<file path="src/rtl/ff_bank_cfg_ctrl_pkg.sv">
// Mode codes and sequencer states shared by the FF bank
// configuration sequencer and its serializer.
package ff_bank_cfg_ctrl_pkg;

  localparam int MODE_DFF      = 0;
  localparam int MODE_DFFE     = 1;
  localparam int MODE_DFFER    = 2;
  localparam int MODE_DFFESS   = 3;
  localparam int MODE_DFFNES   = 4;
  localparam int MODE_RSVD_MIN = 5;

  typedef enum logic [2:0] {
    ST_IDLE,
    ST_LOAD,
    ST_SHIFT,
    ST_LATCH,
    ST_GSR,
    ST_DONE
  } state_e;

  function automatic logic is_rsvd(input logic [31:0] code);
    return code >= 32'(MODE_RSVD_MIN);
  endfunction

endpackage

</file>
<file path="src/rtl/ff_bank_cfg_ctrl_serializer.sv">
// Load/shift register for one mode word, LSB first,
// with a saturating bit counter flagging the final bit.
module ffcfg_serializer #(
  parameter int MODE_W = 3
) (
  input  logic              clk,
  input  logic              rst,
  input  logic              load,
  input  logic [MODE_W-1:0] data,
  input  logic              shift_en,
  output logic              sdo,
  output logic              last_bit
);

  localparam int CW = $clog2(MODE_W) + 1;

  logic [MODE_W-1:0] sreg_q;
  logic [CW-1:0]     cnt_q;

  always_ff @(posedge clk or posedge rst) begin
    if (rst) begin
      sreg_q <= '0;
      cnt_q  <= '0;
    end else if (load) begin
      sreg_q <= data;
      cnt_q  <= '0;
    end else if (shift_en) begin
      sreg_q <= sreg_q >> 1;
      cnt_q  <= last_bit ? cnt_q : cnt_q + 1'b1;
    end
  end

  assign sdo      = sreg_q[0];
  assign last_bit = cnt_q == CW'(MODE_W - 1);

endmodule

</file>
<file path="src/rtl/ff_bank_cfg_ctrl.sv">
// Configuration sequencer: serializes one mode word per FF
// into the bank chain, then latches and pulses GSR.
module ff_bank_cfg_ctrl
  import ff_bank_cfg_ctrl_pkg::*;
#(
  parameter int N_FF       = 16,
  parameter int MODE_W     = 3,
  parameter int GSR_CYCLES = 4
) (
  input  logic              clk,
  input  logic              rst,
  input  logic              start,
  input  logic              abort,
  input  logic              cfg_valid,
  output logic              cfg_ready,
  input  logic [MODE_W-1:0] cfg_mode,
  output logic              chain_en,
  output logic              chain_sdo,
  output logic              chain_latch,
  output logic              gsr,
  output logic              busy,
  output logic              done,
  output logic              err_mode
);

  localparam int IW = $clog2(N_FF);
  localparam int GW = $clog2(GSR_CYCLES) + 1;

  state_e            state_q, state_d;
  logic [IW-1:0]     ff_idx_q, ff_idx_d;
  logic [GW-1:0]     gsr_cnt_q, gsr_cnt_d;
  logic              err_q, err_d;
  logic              rsvd, load, sdo, last_bit;
  logic [MODE_W-1:0] load_data;

  assign rsvd      = is_rsvd(32'(cfg_mode));
  assign load      = state_q == ST_LOAD && cfg_valid && !abort;
  assign load_data = rsvd ? MODE_W'(MODE_DFF) : cfg_mode;

  ffcfg_serializer #(
    .MODE_W(MODE_W)
  ) u_ser (
    .clk     (clk),
    .rst     (rst),
    .load    (load),
    .data    (load_data),
    .shift_en(state_q == ST_SHIFT),
    .sdo     (sdo),
    .last_bit(last_bit)
  );

  always_ff @(posedge clk or posedge rst) begin
    if (rst) begin
      state_q   <= ST_IDLE;
      ff_idx_q  <= '0;
      gsr_cnt_q <= '0;
      err_q     <= 1'b0;
    end else begin
      state_q   <= state_d;
      ff_idx_q  <= ff_idx_d;
      gsr_cnt_q <= gsr_cnt_d;
      err_q     <= err_d;
    end
  end

  always_comb begin
    state_d   = state_q;
    ff_idx_d  = ff_idx_q;
    gsr_cnt_d = gsr_cnt_q;
    err_d     = err_q;
    // abort beats every transition, including a same-cycle handshake
    if (abort && state_q != ST_IDLE) begin
      state_d = ST_IDLE;
    end else begin
      unique case (state_q)
        ST_IDLE: begin
          ff_idx_d = '0;
          if (start && !abort) begin
            state_d = ST_LOAD;
            err_d   = 1'b0;
          end
        end
        ST_LOAD: begin
          if (cfg_valid) begin
            state_d = ST_SHIFT;
            if (rsvd) err_d = 1'b1;
          end
        end
        ST_SHIFT: begin
          if (last_bit) begin
            if (ff_idx_q == IW'(N_FF - 1)) begin
              state_d = ST_LATCH;
            end else begin
              ff_idx_d = ff_idx_q + 1'b1;
              state_d  = ST_LOAD;
            end
          end
        end
        ST_LATCH: begin
          gsr_cnt_d = '0;
          state_d   = ST_GSR;
        end
        ST_GSR: begin
          if (gsr_cnt_q == GW'(GSR_CYCLES - 1)) begin
            state_d = ST_DONE;
          end else begin
            gsr_cnt_d = gsr_cnt_q + 1'b1;
          end
        end
        ST_DONE:  state_d = ST_IDLE;
        default:  state_d = ST_IDLE;
      endcase
    end
  end

  assign cfg_ready   = state_q == ST_LOAD;
  assign chain_en    = state_q == ST_SHIFT;
  assign chain_sdo   = chain_en & sdo;
  assign chain_latch = state_q == ST_LATCH;
  assign gsr         = state_q == ST_GSR;
  assign done        = state_q == ST_DONE;
  assign busy        = state_q != ST_IDLE;
  assign err_mode    = err_q;

endmodule

</file>
<file path="config.mk">
export PLATFORM = sky130hd
export DESIGN_NAME = ff_bank_cfg_ctrl
export DESIGN_NICKNAME = d
export VERILOG_FILES = /design/src/rtl/ff_bank_cfg_ctrl_pkg.sv /design/src/rtl/ff_bank_cfg_ctrl_serializer.sv /design/src/rtl/ff_bank_cfg_ctrl.sv
export SDC_FILE = /design/constraint.sdc
export NUM_CORES = 1
export LEC_CHECK = 0
export ABC_AREA = 0
export BUFFER_PORTS_ARGS = -buffer_cell sky130_fd_sc_hd__buf_2
export CAP_MARGIN = 20
export CORE_UTILIZATION = 40
export DETAILED_ROUTE_END_ITERATION = 10
export PLACE_DENSITY = 0.68
export SLEW_MARGIN = 20
export SYNTH_ARGS = -nofsm -noshare
export SYNTH_HDL_FRONTEND = slang
export SYNTH_SLANG_ARGS = --single-unit
</file>
<file path="constraint.sdc">
create_clock -name clk -period 3.4 [get_ports clk]
set_input_delay 1.02 -clock clk [delete_from_list [all_inputs] [get_ports clk]]
set_output_delay 1.02 -clock clk [all_outputs]
set_load 0.01 [all_outputs]
</file>
# Yosys cells after proc, flatten, opt, wreduce, memory -nomap -nowiden
# Cells that the tools add are included.
[classes]
n_eq_ne = 19
mux = 22
n_reduce_logical = 16
order_cmp = 1
bitwise = 2
add_sub_neg = 3
[op_table]
columns = ["operator", "n"]
rows = [
  ["3-bit two-way mux", 12],
  ["3-bit case mux with 5 select lines", 1],
  ["3-bit by 2-bit equality test with 1-bit output, second input constant", 4],
  ["2-bit inequality test, second input constant", 5],
  ["4-bit two-way mux", 2],
  ["4-bit case mux with 2 select lines", 1],
  ["4-bit AND reduction", 2],
  ["2-bit nonzero test", 4],
  ["3-bit by 1-bit adder with 3-bit output, second input constant", 2],
  ["3-bit equality test, second input constant", 2],
  ["3-bit by 1-bit inequality test with 1-bit output, second input constant", 2],
  ["3-bit case mux with 2 select lines", 1],
  ["5-bit AND reduction", 1],
  ["4-bit by 1-bit adder with 4-bit output, second input constant", 1],
  ["4-bit equality test, second input constant", 1],
  ["1-bit logical AND", 4],
  ["2-bit by 1-bit inequality test with 1-bit output, second input constant", 2],
  ["3-bit by 1-bit equality test with 1-bit output, second input constant", 1],
  ["3-bit greater-or-equal comparator, second input constant", 1],
  ["3-bit zero test", 1],
  ["1-bit two-way mux", 3],
  ["3-bit by 2-bit inequality test with 1-bit output, second input constant", 1],
  ["3-bit inequality test, second input constant", 1],
  ["3-bit AND reduction", 1],
  ["other kinds (7)", 7],
]
[word_totals]
ff_bits = 17

# Depth between registers and ports, before layout
[depth]
word_depth = 5
ltp_mapped = 6
depth_no_buf = 6

# By module
# A second synthesis with hierarchy kept.
[hier_totals]
hier_cells = 115
hier_area_um2 = 1041.0
[by_module_without_submodules]
columns = ["mod", "area_each_um2", "cells_each", "instances"]
rows = [
  ["ff_bank_cfg_ctrl", 706.9, 83, 1],
  ["ffcfg_serializer", 334.1, 32, 1],
]

# Worst setup path after synthesis
# No wires, ideal clock.
[synth_timing]
path_kind = "register -> output"
from = "reg state_q[2]"
to = "out chain_sdo"
path_stages_with_launch = 5
n_path_buf = 1
t_required_ps = 2380
slack_ps = 1217
arrival_ps = 1163
path_cell_list = "dfrtp_1 -> buf_4 -> or3b_4 -> inv_6 -> and2_1"
[synth_between]
elab_chain_len = 2
[synth_rtl]
columns = ["item", "line", "text"]
rows = [
  ["start, declared", "ff_bank_cfg_ctrl.sv:29", "state_e state_q, state_d;"],
  ["start signal, assigned", "ff_bank_cfg_ctrl.sv:59", "state_q <= state_d;"],
  ["3-bit by 2-bit equality test with 1-bit output", "ff_bank_cfg_ctrl.sv:117", "assign chain_en = state_q == ST_SHIFT;"],
  ["net chain_en", "ff_bank_cfg_ctrl.sv:17", "output logic chain_en,"],
  ["1-bit AND", "ff_bank_cfg_ctrl.sv:118", "assign chain_sdo = chain_en & sdo;"],
  ["end, declared", "ff_bank_cfg_ctrl.sv:18", "output logic chain_sdo,"],
]
# The timed path passes the listed nets, and every way through them passes these cells.

# Final worst setup path
[layout_timing]
from = "reg state_q[1]"
to = "out chain_sdo"
[layout_between]
elab_chain_len = 2
[layout_rtl]
columns = ["item", "line"]
rows = [
  ["3-bit by 2-bit equality test with 1-bit output", "ff_bank_cfg_ctrl.sv:117"],
  ["1-bit AND", "ff_bank_cfg_ctrl.sv:118"],
]
# No other way between the ends.

==> results.json <==
{
  "status": "completed",
  "synth_edf_count": 0,
  "p_sw_share_pct": 36.4,
  "drt_drc_violations_left": 0,
  "syn-num-nets": 128,
  "drt-total-wl_mm": 1.91,
  "gp_congestion": 0.791,
  "yosysSeqAreaShare_pct": 41.1,
  "antenna_found_initial": 0,
  "cts_root_buffer": "clkbuf_4",
  "grt_pass1_vias": 733,
  "finalCriticalPeriod_ns": 2.72,
  "cts_hold_buf": 0,
  "layout_common_cells": "dfrtp_1, buf_2, o21ai_0, nor2_1, nand2_1",
  "ir_drop_mv": 0.338,
  "final_util_pct": 47.1,
  "hold_slack_ns": 0.491,
  "cp.required_ns": 2.38,
  "syn_inst": 115,
  "critPathMaxFanout": 16,
  "path_class": "reg2out",
  "grt_max_degree": 18,
  "drv_slew": 0,
  "fin_skew_ns": 0.00228,
  "die_h_um": 52.9,
  "tightestPinTransition_ns": 0.631,
  "setup_violations": 0,
  "max_freq_mhz": 368,
  "cts_buffers": 3,
  "critPathArrivalTime_ns": 1.70,
  "viasPerCell": 5.31,
  "post_cts_buffers": 0,
  "portBuffers": 15,
  "p_int_uw": 396,
  "rsz0062_at_grt": "false",
  "postRouteAntennaNets": 0,
  "hpwl_mm": 1.49,
  "maxSlewHeadroom_pct": 57.9,
  "ys_warn_count": 0,
  "avgSynthCellArea_sq_um": 9.00,
  "endpoint_kind": "output pin",
  "hold_path_class": "reg2reg",
  "seq_power_share_pct": 48.7,
  "tritoncts": "built",
  "hold_violations": 0,
  "synth-async-reset-ratio_pct": 100,
  "diodes": 0,
  "syn_area_sq_um": 1030,
  "fp.dieArea_sq_um": 2790,
  "first_pass_iters": 4,
  "fin_crit_sh_pct": 79.9,
  "nNetsFinal": 145,
  "cts_resized": 0,
  "die_x_um": 52.9,
  "multi_input_area_sq_um": 551,
  "grt_use_total_pct": 16.9,
  "pwr-share-clk_pct": 17.1,
  "power_leakage_uw": 0.000577,
  "p_sw_uw": 226,
  "power_density_nw_per_um2": 538,
  "nFillCells": 238,
  "ys_ff_latch": 17,
  "final_common_cell": "dfrtp_1",
  "combPwrFrac_pct": 34.3,
  "layout-drive-gt1-share_pct": 16.8,
  "setup_tns_ns": 0,
  "gr-total-overflow": 0,
  "grt_pass1_wl_mm": 3.34,
  "netlist-cell-type-count": 38,
  "clock_latency_ns": 0.29,
  "coreArea_sq_um": 2450,
  "clock_path_buffers": 2,
  "drv_cap": 0,
  "cp-start-kind": "register",
  "regArea_sq_um": 425,
  "cts.sinks": 17,
  "rows": 18,
  "drt_iter0_markers": 9,
  "wl_per_cell_um": 11.9,
  "initial_utilization_pct": 42.2,
  "clkTransAtPathRegs_ns": 0.09,
  "ys.flop_type": "dfrtp_1",
  "vias": 855,
  "area_delta_synth_final_pct": 11.9,
  "h-tree-depth": 1,
  "io-pin-count": 16
}
power by group through the flow:
stage               Sequential (uW)  Combinational (uW)  Clock [uW]
global route                    314                 248         121
global placement                304                 209           0
floorplan                       286                 177           0
finish                          303                 213         106
detailed placement              307                 217           0
CTS                             303                 217         110
layout make-up:
cell class	count	share of cell area, %
Inverter	10	3.68
Clock buffer	4	2.27
Tap cell	30	3.24
Timing Repair Buffer	15	6.49
Sequential cell	17	36.8
Multi-Input combinational cell	85	47.6
logic make-up (layout without fill, tap and decap cells):
| family | count (synthesis) | after routing | synth area share (%) |
|---|---|---|---|
| buffers and inverters | 13 | 29 | 5.68 |
| XOR/XNOR | 1 | 1 | 0.847 |
| AND/OR/NAND/NOR | 48 | 48 | 25.9 |
| adder cells (fa/ha/maj) | 5 | 5 | 6.05 |
| AO/OA/AOI/OAI | 26 | 26 | 15.5 |
| flip-flops | 17 | 17 | 41.1 |
| multiplexers | 5 | 5 | 4.96 |
flip-flops by register name, summed over array words and instances, names as in the netlist:
| register | cells |
|---|---|
| ff_idx_q | 4 |
| gsr_cnt_q | 3 |
| state_q | 3 |
| u_ser.cnt_q | 3 |
| u_ser.sreg_q | 3 |
| err_mode | 1 |
worst paths after layout:
| path | from | endpoint | slack, ns | cells past startpoint |
|---|---|---|---|---|
| min in group asynchronous | rst | u_ser.sreg_q[1]$_DFFE_PP0P_ | 0.80 | 2 |
| worst min register to register | gsr_cnt_q[2]$_DFFE_PP0P_ | gsr_cnt_q[2]$_DFFE_PP0P_ | 0.49 | 2 |
| worst max register to register | u_ser.cnt_q[0]$_DFFE_PP0P_ | ff_idx_q[2]$_DFFE_PP0P_ | 1.60 | 6 |
| max in group asynchronous | rst | state_q[2]$_DFFE_PP0P_ | 2.20 | 2 |
| worst max-delay path | state_q[1]$_DFFE_PP0P_ | chain_sdo | 0.68 | 4 |
| worst min-delay path | gsr_cnt_q[2]$_DFFE_PP0P_ | gsr_cnt_q[2]$_DFFE_PP0P_ | 0.49 | 2 |
critical path: stages (launching register included):
cell and delay, ns:
dfrtp_1 0.60, or3b_4 0.48, inv_6 0.10, and2_1 0.11, buf_2 0.12
metal layers:
metal	vias to the layer above	part of all wire, %	track usage, %
met3	4	3.7	2.87
li1	438	-	-
met4	0	2.9	10.5
met5	-	0	0
met2	15	47	25.3
met1	398	47	22.5
synthesized netlist by cell type, types with 2 or more instances:
library cell / instances / share of area (%)
a211o_1: 2 / 1.7
a21oi_1: 6 / 2.9
nand2b_1: 3 / 1.8
and2_1: 2 / 1.2
nor3_1: 2 / 0.97
nor2_1: 10 / 3.6
ha_1: 5 / 6.0
nand2_1: 10 / 3.6
dfrtp_1: 17 / 41
mux2i_1: 4 / 3.9
and3_1: 2 / 1.2
o211ai_1: 2 / 1.5
nand4b_1: 2 / 1.7
nand3b_1: 2 / 1.5
nand3_1: 5 / 2.4
or3_1: 2 / 1.2
o21ai_0: 10 / 4.8
inv_1: 9 / 3.3
metrics by stage:
stage	power (uW)	instance area, sq um	worst slack, ns	cells
floorplan	463	1030	1.22	115
global placement	512	1130	1.02	157
detailed placement	524	1130	1.02	157
CTS	631	1160	0.685	161
global route	682	1160	0.569	161
finish	623	1160	0.682	161
No activity file was read; power rests on OpenSTA's default activity.
